$ cat src/rtl/demux1_2_buf.sv
// 1:2 demultiplexer with an independent 2-entry FIFO per output channel.
// sel=1 routes the input word to channel A and sel=0 routes it to channel B.
module demux1_2_buf #(
   parameter int WIDTH = 16
) (
   input  logic             clk,
   input  logic             rst,
   input  logic [WIDTH-1:0] in_data,
   input  logic             in_valid,
   output logic             in_ready,
   input  logic             sel,
   output logic [WIDTH-1:0] out_a_data,
   output logic             out_a_valid,
   input  logic             out_a_ready,
   output logic [WIDTH-1:0] out_b_data,
   output logic             out_b_valid,
   input  logic             out_b_ready,
   output logic [1:0]       a_count,
   output logic [1:0]       b_count
);

   // Channel index: 0 is A, 1 is B.
   logic [WIDTH-1:0] mem_q [2][2];
   logic [WIDTH-1:0] mem_d [2][2];
   logic             wr_q  [2];
   logic             wr_d  [2];
   logic             rd_q  [2];
   logic             rd_d  [2];
   logic [1:0]       cnt_q [2];
   logic [1:0]       cnt_d [2];
   logic [1:0]       push;
   logic [1:0]       pop;
   logic [1:0]       out_ready;
   logic             tgt;

   assign tgt       = ~sel;
   assign out_ready = {out_b_ready, out_a_ready};

   // A full FIFO refuses the push even when it is popped in the same cycle.
   assign in_ready  = !rst && (cnt_q[tgt] != 2'd2);

   always_comb begin
      push      = '0;
      push[tgt] = in_valid && in_ready;
      for (int c = 0; c < 2; c++) begin
         pop[c]   = out_ready[c] && (cnt_q[c] != 2'd0);
         mem_d[c] = mem_q[c];
         wr_d[c]  = wr_q[c];
         rd_d[c]  = rd_q[c];
         if (push[c]) begin
            mem_d[c][wr_q[c]] = in_data;
            wr_d[c]           = ~wr_q[c];
         end
         if (pop[c]) begin
            rd_d[c] = ~rd_q[c];
         end
         cnt_d[c] = cnt_q[c] + {1'b0, push[c]} - {1'b0, pop[c]};
      end
   end

   always_ff @(posedge clk) begin
      if (rst) begin
         for (int c = 0; c < 2; c++) begin
            // NOTE: storage is cleared too, so the data outputs read 0 after reset.
            mem_q[c][0] <= '0;
            mem_q[c][1] <= '0;
            wr_q[c]     <= 1'b0;
            rd_q[c]     <= 1'b0;
            cnt_q[c]    <= 2'd0;
         end
      end else begin
         mem_q <= mem_d;
         wr_q  <= wr_d;
         rd_q  <= rd_d;
         cnt_q <= cnt_d;
      end
   end

   assign out_a_data  = mem_q[0][rd_q[0]];
   assign out_a_valid = (cnt_q[0] != 2'd0);
   assign a_count     = cnt_q[0];
   assign out_b_data  = mem_q[1][rd_q[1]];
   assign out_b_valid = (cnt_q[1] != 2'd0);
   assign b_count     = cnt_q[1];

endmodule

$ cat config.mk
export PLATFORM = sky130hd
export DESIGN_NAME = demux1_2_buf
export DESIGN_NICKNAME = d
export VERILOG_FILES = /design/src/rtl/demux1_2_buf.sv
export SDC_FILE = /design/constraint.sdc
export NUM_CORES = 1
export LEC_CHECK = 0
export CAP_MARGIN = 20
export CORE_ASPECT_RATIO = 0.7
export CORE_MARGIN = 5
export CORE_UTILIZATION = 45
export CTS_CLUSTER_SIZE = 10
export DETAILED_ROUTE_END_ITERATION = 8
export DONT_BUFFER_PORTS = 1
export GPL_TIMING_DRIVEN = 0
export SETUP_SLACK_MARGIN = 0.15
export SYNTH_ARGS = -nofsm -noshare
export SYNTH_HDL_FRONTEND = slang
export SYNTH_SLANG_ARGS = --single-unit
$ cat constraint.sdc
create_clock -name clk -period 2.67 [get_ports clk]
set_input_delay 0.801 -clock clk [delete_from_list [all_inputs] [get_ports clk]]
set_output_delay 0.801 -clock clk [all_outputs]
set_load 0.1 [all_outputs]
After elaboration in Yosys (flattened, before gate mapping)
Cells that the tools add are included.

word-level totals
  register bits after elaboration = 72
  input bits = 22
  output and inout bits = 39
  logic and storage cells = 62

cells by class
  add/sub/neg operators = 4
  order comparisons = 9
  eq/ne operators = 1
  muxes and demuxes = 17
  bitwise logic cells = 11
  reductions and logical operators = 10

operator list
  kind                number
  $mux 16             8
  $bwmux 32           2
  $demux 16 s1        2
  $ge 2x2->1 const B  5
  $not 1->2           5
  $logic_and 1x1->1   7
  $mux 2              3
  $not 1->1           5
  $add 2x1->2         2
  $lt 2x1->1 const B  2
  $reduce_bool 2->1   2
  $sub 2x1->2         2
  $and 2x2->2         1
  $lt 1x2->1 const B  1
  $ne 2x2->1 const B  1
  $demux 1 s1         1
  $ge 1x1->1 const B  1
  $logic_not 1->1     1
  $mux 1              1

Logic depth before layout (Yosys ltp)
  depth in word-level cells = 11
  mapped depth = 9
  depth with buffers taken out = 8

Worst setup path before layout
No wires, ideal clock.

  path type = register to output
  start = register cnt_q (netlist bit b_count[0])
  end = output in_ready
  data arrival time = 3,754 ps
  required time = 1,869 ps
  path slack = -1,885 ps
  stages on the path, launching flop included = 4
  buffers on the path = 1
  cells stage by stage = dfxtp_1 > and2b_1 > buf_2 > a211oi_1

between the ends
  longest elaborated chain between the ends = 5

RTL lines
  element                                    line  source
  from (decl)                                29    logic [1:0] cnt_q [2];
  from (signal assigned)                     75    cnt_q <= cnt_d;
  $mux 2 (implied by the code) (3 in a row)  40    assign in_ready = !rst && (cnt_q[tgt] != 2'd2);
  $ne 2x2->1                                 40
  $logic_and 1x1->1                          40
  to (decl)                                  10    output logic in_ready,

Every way passes these cells. The select of a mux whose other input is x is not followed.

Worst setup path in the final report
Same ends and word-level chain as after synthesis.

==> results by stage <==
Outcome:
- The flow ran to the end, but the final reports show violations.
- The final reports fail on negative setup slack.

Synthesis:
- The share of the synthesized netlist area taken by xor and xnor gates is 1.06%.
- In this run, synthesis inferred 0 flip-flops with an integrated enable.
- The number of nets handed over by synthesis was 380.
- The post-synthesis share of cell area spent on full adders, half adders and majority gates is 1.52%.
- Yosys printed 0 warnings.
- Summing the sequential cell areas from Yosys gives 43.8% of the chip area.
- The synthesized netlist devotes 11.2% of its cell area to compound gates.
- Synthesis inferred 72 register bits.
- The synthesized netlist contains 36 unique library cells.
- By area, the combinational part of the netlist is dominated by multiplexers.
- The post-synthesis cell count is 354.
- The cell area that synthesis handed to floorplanning was 0.00329 mm².
- The predominant post-synthesis flop cell is sky130_fd_sc_hd__dfxtp_1.
- The mean cell area of the mapped netlist is 9.30 µm².
- In the synthesized netlist the async set-or-reset flop fraction comes to 0%.
- The mux contribution to synthesized area is 20.7%.
- The fraction of the mapped netlist area in simple logic gates is 14.9%.

Final layout:
- The leading cell type in the layout, fill and taps excluded is sky130_fd_sc_hd__dfxtp_1.
- At the end of the flow, the number of nets in the layout was 393.
- The core utilization of the finished layout is 53.0%.
- The synthesis-to-finish area growth is 16.3%.
- Cells with a size suffix above 1 make up 21.3% of the layout.
- The library cells used most frequently in the layout, excluding fill and tap cells, are sky130_fd_sc_hd__dfxtp_1, sky130_fd_sc_hd__nand3_1, sky130_fd_sc_hd__nand2_1, sky130_fd_sc_hd__a21oi_1, sky130_fd_sc_hd__mux2i_1.
- Fill cells in the final layout number 690.
- The footprint of the flip-flops and latches is 0.00145 mm².
- 0 antenna diodes ended up in the layout.
- Once layout is complete, the cells apart from fillers number 469.
- Summing all multi-input logic gate instances after layout gives 0.00171 mm².

Setup path:
- The endpoint required time on the critical path is 1.87 ns.
- The startpoint identified for the worst register-to-register timing path is b_count[0].
- Along the worst path, the maximum fanout reaches 6.
- On the worst path, the slowest cell contributes a delay of 0.92 ns.
- The worst register-to-register path ends at b_count[1].
- Counting cells, the worst reg-to-reg path comes to 9.
- The setup path with the least slack is of type flop to output pin.
- The endpoint arrival time on the critical path is 2.25 ns.
- The setup check on the worst reg-to-reg path leaves a slack of 0.54 ns.
- The kind of end point of the critical path is an output pin.
- Traced cell by cell, the critical path runs through and2b_2 -> buf_8 -> a211oi_4.
- The critical-path cell with the highest stage delay is sky130_fd_sc_hd__a211oi_4.
- The startpoint class of the critical path is a flop.

Placement:
- The global placer's final weighted congestion is 0.797.
- The worst slack at placement is -0.166 ns.
- The total placed cells including tap cells is 452.
- Detailed placement finished with a half-perimeter wire length of 6080 µm.
- The count of input and output buffers is 0.

Routing:
- The number of violations reported at the end of detailed-routing iteration 0 is 175.
- The via count is 2570.
- Using the TritonRoute via totals, the vias-per-cell ratio works out to 5.48.
- The routed wirelength normalized by instance count is 18.3 µm.
- Before antenna repair, the detailed router went through 4 iterations.
- The aggregate routed wire length is 8570 µm.
- In this run the remaining antenna-violating nets after routing total 0.
- The number of design rule violations left after detail routing is 0.

Timing:
- The post-route setup TNS is -0.380 ns.
- At the pin with the least slew margin, the transition time is 1.11 ns.
- The worst path uses 114% of the clock period.
- The number of endpoints failing setup at the final stage is 1.
- The final-report hold violation count is 0.
- The max-slew violation total from the final report is 0.
- The final critical path time including I/O delays and setup is 3.05 ns.
- The fmax is 328 MHz.
- The worst-case clock skew is 0.00931 ns.
- Setup repair after global routing could not meet its margin everywhere.
- Once routing completed, OpenROAD measured the worst setup slack at -0.380 ns.
- The relative slew slack is 25.8%.

Pwr:
- The worst ir drop on vdd is 971 µV.
- The total power is 3.84 mW.
- The leakage component of the power is 1.68 nW.
- The power density normalized to cell area is 1000 mW/mm².

Floorplan:
- The die covers 0.00915 mm².
- From bottom edge to top edge, the die measures 81.5 µm.
- For this configuration, the core starts out at a cell density of 45.6%.
- After floorplanning, the core was divided into 26 placement rows.
- The standard cell core area is 0.00722 mm².
- The die is 112 µm wide.
- In this run the count of I/O pins placed on the die edge is 61.

Job:
- The tool flagged a number of max-cap violations equal to 0.

GRT:
- The largest net degree at the start of global routing is 13.
- Global routing finished with a remaining overflow of 0.
- The number of antenna violations at the first check in global routing is 0.
- The via count of the first global-routing pass came to 2585.
- The overall global routing resource usage is 19.3%.
- The first global-routing pass estimated 13700 µm of wire.

Clock tree:
- Clock tree synthesis selected as its root buffer the cell sky130_fd_sc_hd__clkbuf_8.
- Counting along the longest clock path gives a buffer depth of 2.
- TritonCTS built the clock tree.
- Counting the buffers created by CTS gives 9.
- The clock sink count is 72.
- The clock tree synthesis step divided the H-tree into 3 levels.
- After clock tree synthesis, the clock-pin slew on the worst setup and hold paths is 0.08 ns.
- The insertion delay of the later-clocked pin in the worst-skew pair is 0.35 ns.

Min path:
- The number of instances on the worst hold path is 2.
- The worst hold path startpoint is mem_q[58].
- The min-delay analysis places its worst path in the category flop to flop.
- The worst hold path terminates at mem_q[58].
==> worst max-delay path, delay by kind of cell, from the launching register on <==
family                 cells  cell delay, ns
AO/OA/AOI/OAI              1            0.92
flip-flops                 1            0.56
AND/OR/NAND/NOR            1            0.29
buffers and inverters      1            0.13
==> how the worst max path moves through the flow <==
stage | start | endpoint | slack [ns] | cells after the start
3_5_place_dp | b_count[0] | in_ready | -0.17 | 3
4_1_cts | b_count[0] | in_ready | -0.39 | 3
2_1_floorplan | sel | in_ready | -0.02 | 4
3_3_place_gp | b_count[0] | in_ready | -0.15 | 3
5_1_grt | b_count[0] | in_ready | -0.43 | 3
6_report | b_count[0] | in_ready | -0.38 | 3
==> cell families (layout without fill, tap and decap cells) <==
family                     Yosys count  count (layout)
AOI/OAI and AO/OA                   70              70
xor gates and xnor gates             4               4
adders and majority gates            4               4
buffers and inverters               49              66
DFF                                 72              72
muxes                               64              64
and+or+nand+nor                     91              91
==> layer usage <==
metal  up-vias  global-route usage, %  routed length, µm
met5         -                      0                  0
met4         0                   3.96                 19
met3         2                   7.81                668
met2        75                   30.3               3890
met1      1248                   25.4               3990
li1       1245                      -                  -
==> registers in the layout, indices dropped and copies added, names as in the netlist <==
register and cells:
mem_q 64, wr_q 2, b_count 2, a_count 2, rd_q 2
==> cells in the mapped netlist (all sizes together) (4+ instances only) <==
cell,number,share of area (%)
dfxtp,72,44
nand3,34,5.2
nand2,33,3.8
o21ai,33,5.1
a21oi,32,4.9
mux2,32,11
mux2i,32,9.7
inv,20,2.3
clkbuf,17,2.0
buf,11,2.5
nor2,5,0.57
ha,4,1.5
nor2b,4,0.99
==> area by class of cell <==
class,count,area share [%]
multi-input cells,233,44.8
flip-flops and latches,72,37.9
plain buffers,28,5.30
clock buffers,11,4.25
well taps,98,3.20
inverters,21,2.26
clock inverters,4,1.93
repair buffers,2,0.392
==> power breakdown <==
group | leakage, nW | switching, mW | total (mW) | internal (mW)
registers | 0.587 | 0.236 | 1.41 | 1.17
logic | 0.973 | 1.05 | 1.42 | 0.370
clock network | 0.117 | 0.412 | 1.02 | 0.604
==> metrics by stage <==
| stage | instance area, µm² | hold slack (ns) |
|---|---|---|
| floorplan | 3360 | 0.435 |
| global placement | 3480 | 0.443 |
| detailed placement | 3480 | 0.453 |
| CTS | 3820 | 0.464 |
| global route | 3830 | 0.483 |
| finish | 3830 | 0.459 |
==> repair_timing <==
| item | 4_1_cts | 5_1_grt |
|---|---|---|
| buffers inserted | 2 | 0 |
| pin swaps | 1 | 1 |
| hold buffers | 0 | 0 |
| endpoints found under the setup margin | 32 | 19 |
| resized for setup | 26 | 2 |
No activity file was read; power rests on OpenSTA's default activity.
